File: src/rtl/uart_pkg.sv
// Shared types and constants for the UART transmit path.
package uart_pkg;

  localparam int UART_BYTE_W = 8;

  typedef enum logic {
    IDLE = 1'b0,
    SEND = 1'b1
  } feeder_state_t;

endpackage

File: src/rtl/uart_byte_fifo.sv
// Synchronous byte FIFO with a pop port; occupancy drives full/empty and a
// registered overflow pulse flags dropped writes.
module uart_byte_fifo
  import uart_pkg::*;
#(
  parameter int DEPTH = 16,
  parameter int W     = UART_BYTE_W,
  localparam int AW   = $clog2(DEPTH),
  localparam int CW   = $clog2(DEPTH + 1)
) (
  input  logic          clk,
  input  logic          rst,
  input  logic          wr_en_i,
  input  logic [W-1:0]  wr_data_i,
  input  logic          pop_i,
  output logic [W-1:0]  rd_data_o,
  output logic [CW-1:0] count_o,
  output logic          full_o,
  output logic          empty_o,
  output logic          overflow_o
);

  logic [W-1:0]  mem_q [DEPTH];
  logic [AW-1:0] wr_ptr_q, wr_ptr_d;
  logic [AW-1:0] rd_ptr_q, rd_ptr_d;
  logic [CW-1:0] count_q, count_d;
  logic          overflow_q, overflow_d;
  logic          push, pop;

  assign full_o     = (count_q == CW'(DEPTH));
  assign empty_o    = (count_q == '0);
  assign count_o    = count_q;
  assign overflow_o = overflow_q;
  assign rd_data_o  = mem_q[rd_ptr_q];

  always_comb begin
    // NOTE: every output of this block gets a default first so no path
    // leaves a signal unassigned, which would otherwise infer a latch.
    wr_ptr_d   = wr_ptr_q;
    rd_ptr_d   = rd_ptr_q;
    count_d    = count_q;
    pop        = pop_i && !empty_o;
    // A pop on a full FIFO frees the slot this same cycle, so the write lands.
    push       = wr_en_i && (!full_o || pop);
    overflow_d = wr_en_i && full_o && !pop;

    if (push) wr_ptr_d = wr_ptr_q + 1'b1;
    if (pop)  rd_ptr_d = rd_ptr_q + 1'b1;

    case ({push, pop})
      2'b10:   count_d = count_q + 1'b1;
      2'b01:   count_d = count_q - 1'b1;
      default: count_d = count_q;
    endcase
  end

  // NOTE: storage is deliberately left out of reset; pointers and count
  // define which entries are valid, so clearing the array buys nothing.
  always_ff @(posedge clk) begin
    if (push) mem_q[wr_ptr_q] <= wr_data_i;
  end

  always_ff @(posedge clk) begin
    // NOTE: state registers use non-blocking assignments so every flop
    // samples the pre-edge value regardless of statement order.
    if (rst) begin
      wr_ptr_q   <= '0;
      rd_ptr_q   <= '0;
      count_q    <= '0;
      overflow_q <= 1'b0;
    end else begin
      wr_ptr_q   <= wr_ptr_d;
      rd_ptr_q   <= rd_ptr_d;
      count_q    <= count_d;
      overflow_q <= overflow_d;
    end
  end

endmodule

File: src/rtl/uart_tx_feeder.sv
// Buffers producer bytes and presents them one at a time to the UART
// transmitter, holding each request until donetx rises or the watchdog expires.
module uart_tx_feeder
  import uart_pkg::*;
#(
  parameter int DEPTH          = 16,
  parameter int TIMEOUT_CYCLES = 4096,
  localparam int CW            = $clog2(DEPTH + 1)
) (
  input  logic                   clk,
  input  logic                   rst,
  input  logic                   wr_en,
  input  logic [UART_BYTE_W-1:0] wr_data,
  output logic                   full,
  output logic                   empty,
  output logic [CW-1:0]          count,
  output logic                   overflow,
  output logic                   newd,
  output logic [UART_BYTE_W-1:0] dintx,
  input  logic                   donetx,
  output logic                   busy,
  output logic                   sent,
  output logic                   timeout_err
);

  localparam int WD_W = (TIMEOUT_CYCLES > 1) ? $clog2(TIMEOUT_CYCLES) : 1;
  localparam logic [WD_W-1:0] WD_LAST = WD_W'(TIMEOUT_CYCLES - 1);

  feeder_state_t          state_q, state_d;
  logic [WD_W-1:0]        wd_q, wd_d;
  logic                   newd_q, newd_d;
  logic [UART_BYTE_W-1:0] dintx_q, dintx_d;
  logic                   sent_q, sent_d;
  logic                   tmo_q, tmo_d;
  logic                   donetx_q;
  logic                   done_rise;
  logic                   pop;
  logic [UART_BYTE_W-1:0] fifo_head;

  uart_byte_fifo #(
    .DEPTH (DEPTH),
    .W     (UART_BYTE_W)
  ) u_fifo (
    .clk        (clk),
    .rst        (rst),
    .wr_en_i    (wr_en),
    .wr_data_i  (wr_data),
    .pop_i      (pop),
    .rd_data_o  (fifo_head),
    .count_o    (count),
    .full_o     (full),
    .empty_o    (empty),
    .overflow_o (overflow)
  );

  // donetx comes from a clk-derived uclk register, so one flop is enough.
  assign done_rise = donetx && !donetx_q;

  always_comb begin
    state_d = state_q;
    wd_d    = wd_q;
    newd_d  = newd_q;
    dintx_d = dintx_q;
    sent_d  = 1'b0;
    tmo_d   = 1'b0;
    pop     = 1'b0;

    case (state_q)
      IDLE: begin
        if (!empty) begin
          pop     = 1'b1;
          dintx_d = fifo_head;
          newd_d  = 1'b1;
          wd_d    = '0;
          state_d = SEND;
        end
      end
      SEND: begin
        // A completion arriving on the last watchdog cycle still counts as sent.
        if (done_rise) begin
          newd_d  = 1'b0;
          sent_d  = 1'b1;
          state_d = IDLE;
        end else if (wd_q == WD_LAST) begin
          newd_d  = 1'b0;
          tmo_d   = 1'b1;
          state_d = IDLE;
        end else begin
          wd_d = wd_q + 1'b1;
        end
      end
      default: state_d = IDLE;
    endcase
  end

  always_ff @(posedge clk) begin
    if (rst) begin
      state_q  <= IDLE;
      wd_q     <= '0;
      newd_q   <= 1'b0;
      dintx_q  <= '0;
      sent_q   <= 1'b0;
      tmo_q    <= 1'b0;
      donetx_q <= 1'b0;
    end else begin
      state_q  <= state_d;
      wd_q     <= wd_d;
      newd_q   <= newd_d;
      dintx_q  <= dintx_d;
      sent_q   <= sent_d;
      tmo_q    <= tmo_d;
      donetx_q <= donetx;
    end
  end

  assign newd        = newd_q;
  assign dintx       = dintx_q;
  assign sent        = sent_q;
  assign timeout_err = tmo_q;
  assign busy        = (state_q != IDLE);

endmodule

File: config.mk
export PLATFORM = sky130hd
export DESIGN_NAME = uart_tx_feeder
export DESIGN_NICKNAME = d
export VERILOG_FILES = /design/src/rtl/uart_pkg.sv /design/src/rtl/uart_byte_fifo.sv /design/src/rtl/uart_tx_feeder.sv
export SDC_FILE = /design/constraint.sdc
export NUM_CORES = 1
export LEC_CHECK = 0
export CAP_MARGIN = 20
export CORE_MARGIN = 2
export CORE_UTILIZATION = 35
export CTS_BUF_LIST = sky130_fd_sc_hd__clkbuf_4 sky130_fd_sc_hd__clkbuf_8
export CTS_CLUSTER_SIZE = 40
export DETAILED_ROUTE_END_ITERATION = 8
export GPL_TIMING_DRIVEN = 0
export SYNTH_ARGS = -nofsm -noshare
export SYNTH_HDL_FRONTEND = slang
export SYNTH_SLANG_ARGS = --single-unit
File: constraint.sdc
create_clock -name clk -period 5.5 [get_ports clk]
set_input_delay 0.55 -clock clk [delete_from_list [all_inputs] [get_ports clk]]
set_output_delay 0.55 -clock clk [all_outputs]
set_load 0.02 [all_outputs]
==> results.md <==
- Clock root cell: clkbuf_8
- Post-DP HPWL: around 9200 um
- Most common library cell in the layout ignoring fill and taps: edfxtp_1
- Final hold viol count: 0
- Buffers on Ports: 30
- Final wirelength: 13,700 um
- Area of the core: approximately 19,000 sq um
- CTS Hold Bufs: 0
- Hold Slack: 429 ps
- Die Ht: 143 um
- Number of CTS-inserted buffers: 17
- Synth Net Count: 442
- Outcome: complete, no violations
- Leakage Power: 2.44 nW
- H-tree depth: 4
- CP bufs+invs: 2
- Crit path cell chain: or4_4 -> buf_6 -> nor2_1 -> clkdlybuf4s50_1
- Fill cells: 1,791
- Mean Syn Cell Area: around 16 sq um
- Worst EP arrival: 2400 ps
- Startpoint types: register
- Global-route wire length before repair: 21,500 um
- Final ANT Viol Nets: 0
- Final Util: approximately 41%
- Worst Path Required: 4950 ps
- Post-CTS setup buffers: 0
- Pint: 2.17 mW
- Layout area overhead: 15.6%
- Max-cap violations: 0
- DR pass1 iterations: 4
- GRT Resource Usage Total: 14.2%
- Cts repair resizes: 0
- DIE AREA: 20,600 sq um
- Initial core utilization: 35.3%
- Commonest cells after routing, fill and taps aside: edfxtp_1 (128), dfxtp_1 (39), mux4_2 (32), nor2_1 (30), clkdlybuf4s50_1 (30)
- Number of flops mapped to enable cells by yosys: 128
- Post-synth ARST share: 0%
- Clock buffer depth: 2
- HP Class: register to register
- Final period util: 53.7%
- Total Nets Final: 495
- Netlist cell types: 49
- Storage cell area: 4620 sq um
- Finish-stage setup viols: 0
- Syn Inst Count: 423
- Mapped Area: 6810 sq um
- Final global-route overflow total: 0
- Ys flop type: edfxtp_1
- Clock Latency Late Sink: 450 ps
- Multi-input gate area: 2030 sq um
- Yosys reg bits: ~170
- P per Cell Area: between 400 and 500 nW/um^2
- Sequential share of the synthesized area: 68.0%
- Sequential Power Share: about 46%
- Switching share of power: 31.4%
- Largest net degree at the start of global routing: 19
- Max transition margin: 34.0%
- Class of the most critical setup path: register to primary output
- Clock share of power: about 28%
- Placed Area: 7460 sq um
- Slowest CP cell: clkdlybuf4s50_1
- Pins Over Slew Limit: 0
- FP Rows: 51
- Worst Skew: 13.5 ps
- Highest Clock Rate: between 300 and 400 MHz
- Clock sink count: 167
- Final Total Pwr: 3.16 mW
- Tmin final: 2950 ps
- DR WL/cell: 18.2 um
- Die X: 143 um
- DR vias: 3,826
- Critical Path Fanout Max: 9
- Yosys warnings: 0
- RSZ-0062 raised after global routing: false
- Vias per inst: 5.07
- P_sw: 0.993 mW
- # diodes: 0
- Initial antenna violation count: 0
- Register-to-register setup slack: 2750 ps
- Ports: 32
- Critical path capture point type: primary output
- Vias in the first global route: 3,793
- Final TNS setup: 0 ps
- Worst slew pin tran: 987 ps
- Top delay family on crit path: buffers and inverters
- Layout cell share with drive strength beyond 1: between 15 and 20%
- Finished layout cell area: 7870 sq um
- Gate power share: approximately 26%
- Initial drt markers: between 300 and 400
- Routability cong.: 0.752
- Worst-path clk slew: 100 ps
- Worst VDD drop: between 0.2 and 0.25 mV
- Drt drc: 0
- CTS tree: built
- Slowest stage delay, CP: 630 ps
-- cell families after synthesis --
group	share of synthesized area [%]
flip-flops	68.0
AND/OR/NAND/NOR	8.38
multiplexers	14.1
AO/OA/AOI/OAI	5.13
buffers and inverters	2.24
XOR/XNOR	0.901
adder cells (fa/ha/maj)	1.29
-- sequential cells by signal, indices dropped and copies added, names as in the netlist --
name / count
u_fifo.overflow_o: 1
u_fifo.wr_ptr_q: 4
donetx_q: 1
u_fifo.count_o: 5
wd_q: 12
sent: 1
dintx: 8
busy: 1
u_fifo.mem_q: 128
timeout_err: 1
newd: 1
u_fifo.rd_ptr_q: 4
-- area by class of cell --
| class | count | area share (%) |
|---|---|---|
| repair buffers | 34 | 4.13 |
| well taps | 265 | 4.21 |
| clock buffers | 17 | 2.97 |
| inverters | 7 | 0.334 |
| flip-flops and latches | 167 | 58.8 |
| clock inverters | 15 | 2.21 |
| plain buffers | 26 | 1.61 |
| multi-input cells | 223 | 25.8 |
-- worst register-to-register path, stage by stage, from the launching register on --
cell      delay [ps]
dfxtp_1          330
clkbuf_1         190
clkbuf_1         260
a31oi_1          560
nand2_1          230
nor2_1           810
-- final timing paths --
| check | cells past startpoint | endpoint | startpoint |
|---|---|---|---|
| min reg2reg | 1 | sent | donetx_q |
| min | 1 | sent | donetx_q |
| max reg2reg | 5 | u_fifo.mem_q[4][6] | busy |
| max | 4 | full | u_fifo.count_o[0] |
-- cell usage after synthesis (all sizes together) (4+ instances only) --
cell	instances	area, sq um
a21oi	14	73.8
and3	5	31.3
buf	12	73.8
clkbuf	14	52.6
dfxtp	39	781
edfxtp	128	3840
ha	7	87.6
inv	6	22.5
mux2i	20	213
mux4	32	721
nand2	14	55.1
nand2b	4	25.0
nand3	19	95.1
nand4	5	31.3
nor2	30	113
nor3	9	45.0
o21ai	6	41.3
o221ai	8	70.1
o31ai	6	45.0
or3	4	25.0
or4	6	48.8
xnor2	4	35.0
-- metrics by stage --
stage	cells	setup slack, ps
after floorplan	423	2990
after global placement	718	2290
after detailed placement	722	2580
after CTS	754	2520
after global routing	754	2470
final	754	2550
-- power groups by stage --
stage	combinational, mW	clock (mW)	sequential [mW]
2_1_floorplan	0.539	0	1.52
3_3_place_gp	0.804	0	1.49
3_5_place_dp	0.818	0	1.49
4_1_cts	0.822	0.914	1.46
5_1_grt	0.881	0.962	1.47
6_report	0.808	0.892	1.46
-- layer usage --
metal	track usage, %	share of wire (%)	vias to the layer above	wire length (um)
li1	-	-	1776	-
met1	19.1	44	1917	6070
met2	22.6	48	113	6540
met3	3.77	6.2	20	848
met4	4.59	2.0	0	277
met5	0	0	-	0
Power figures use the tool's default switching activity.
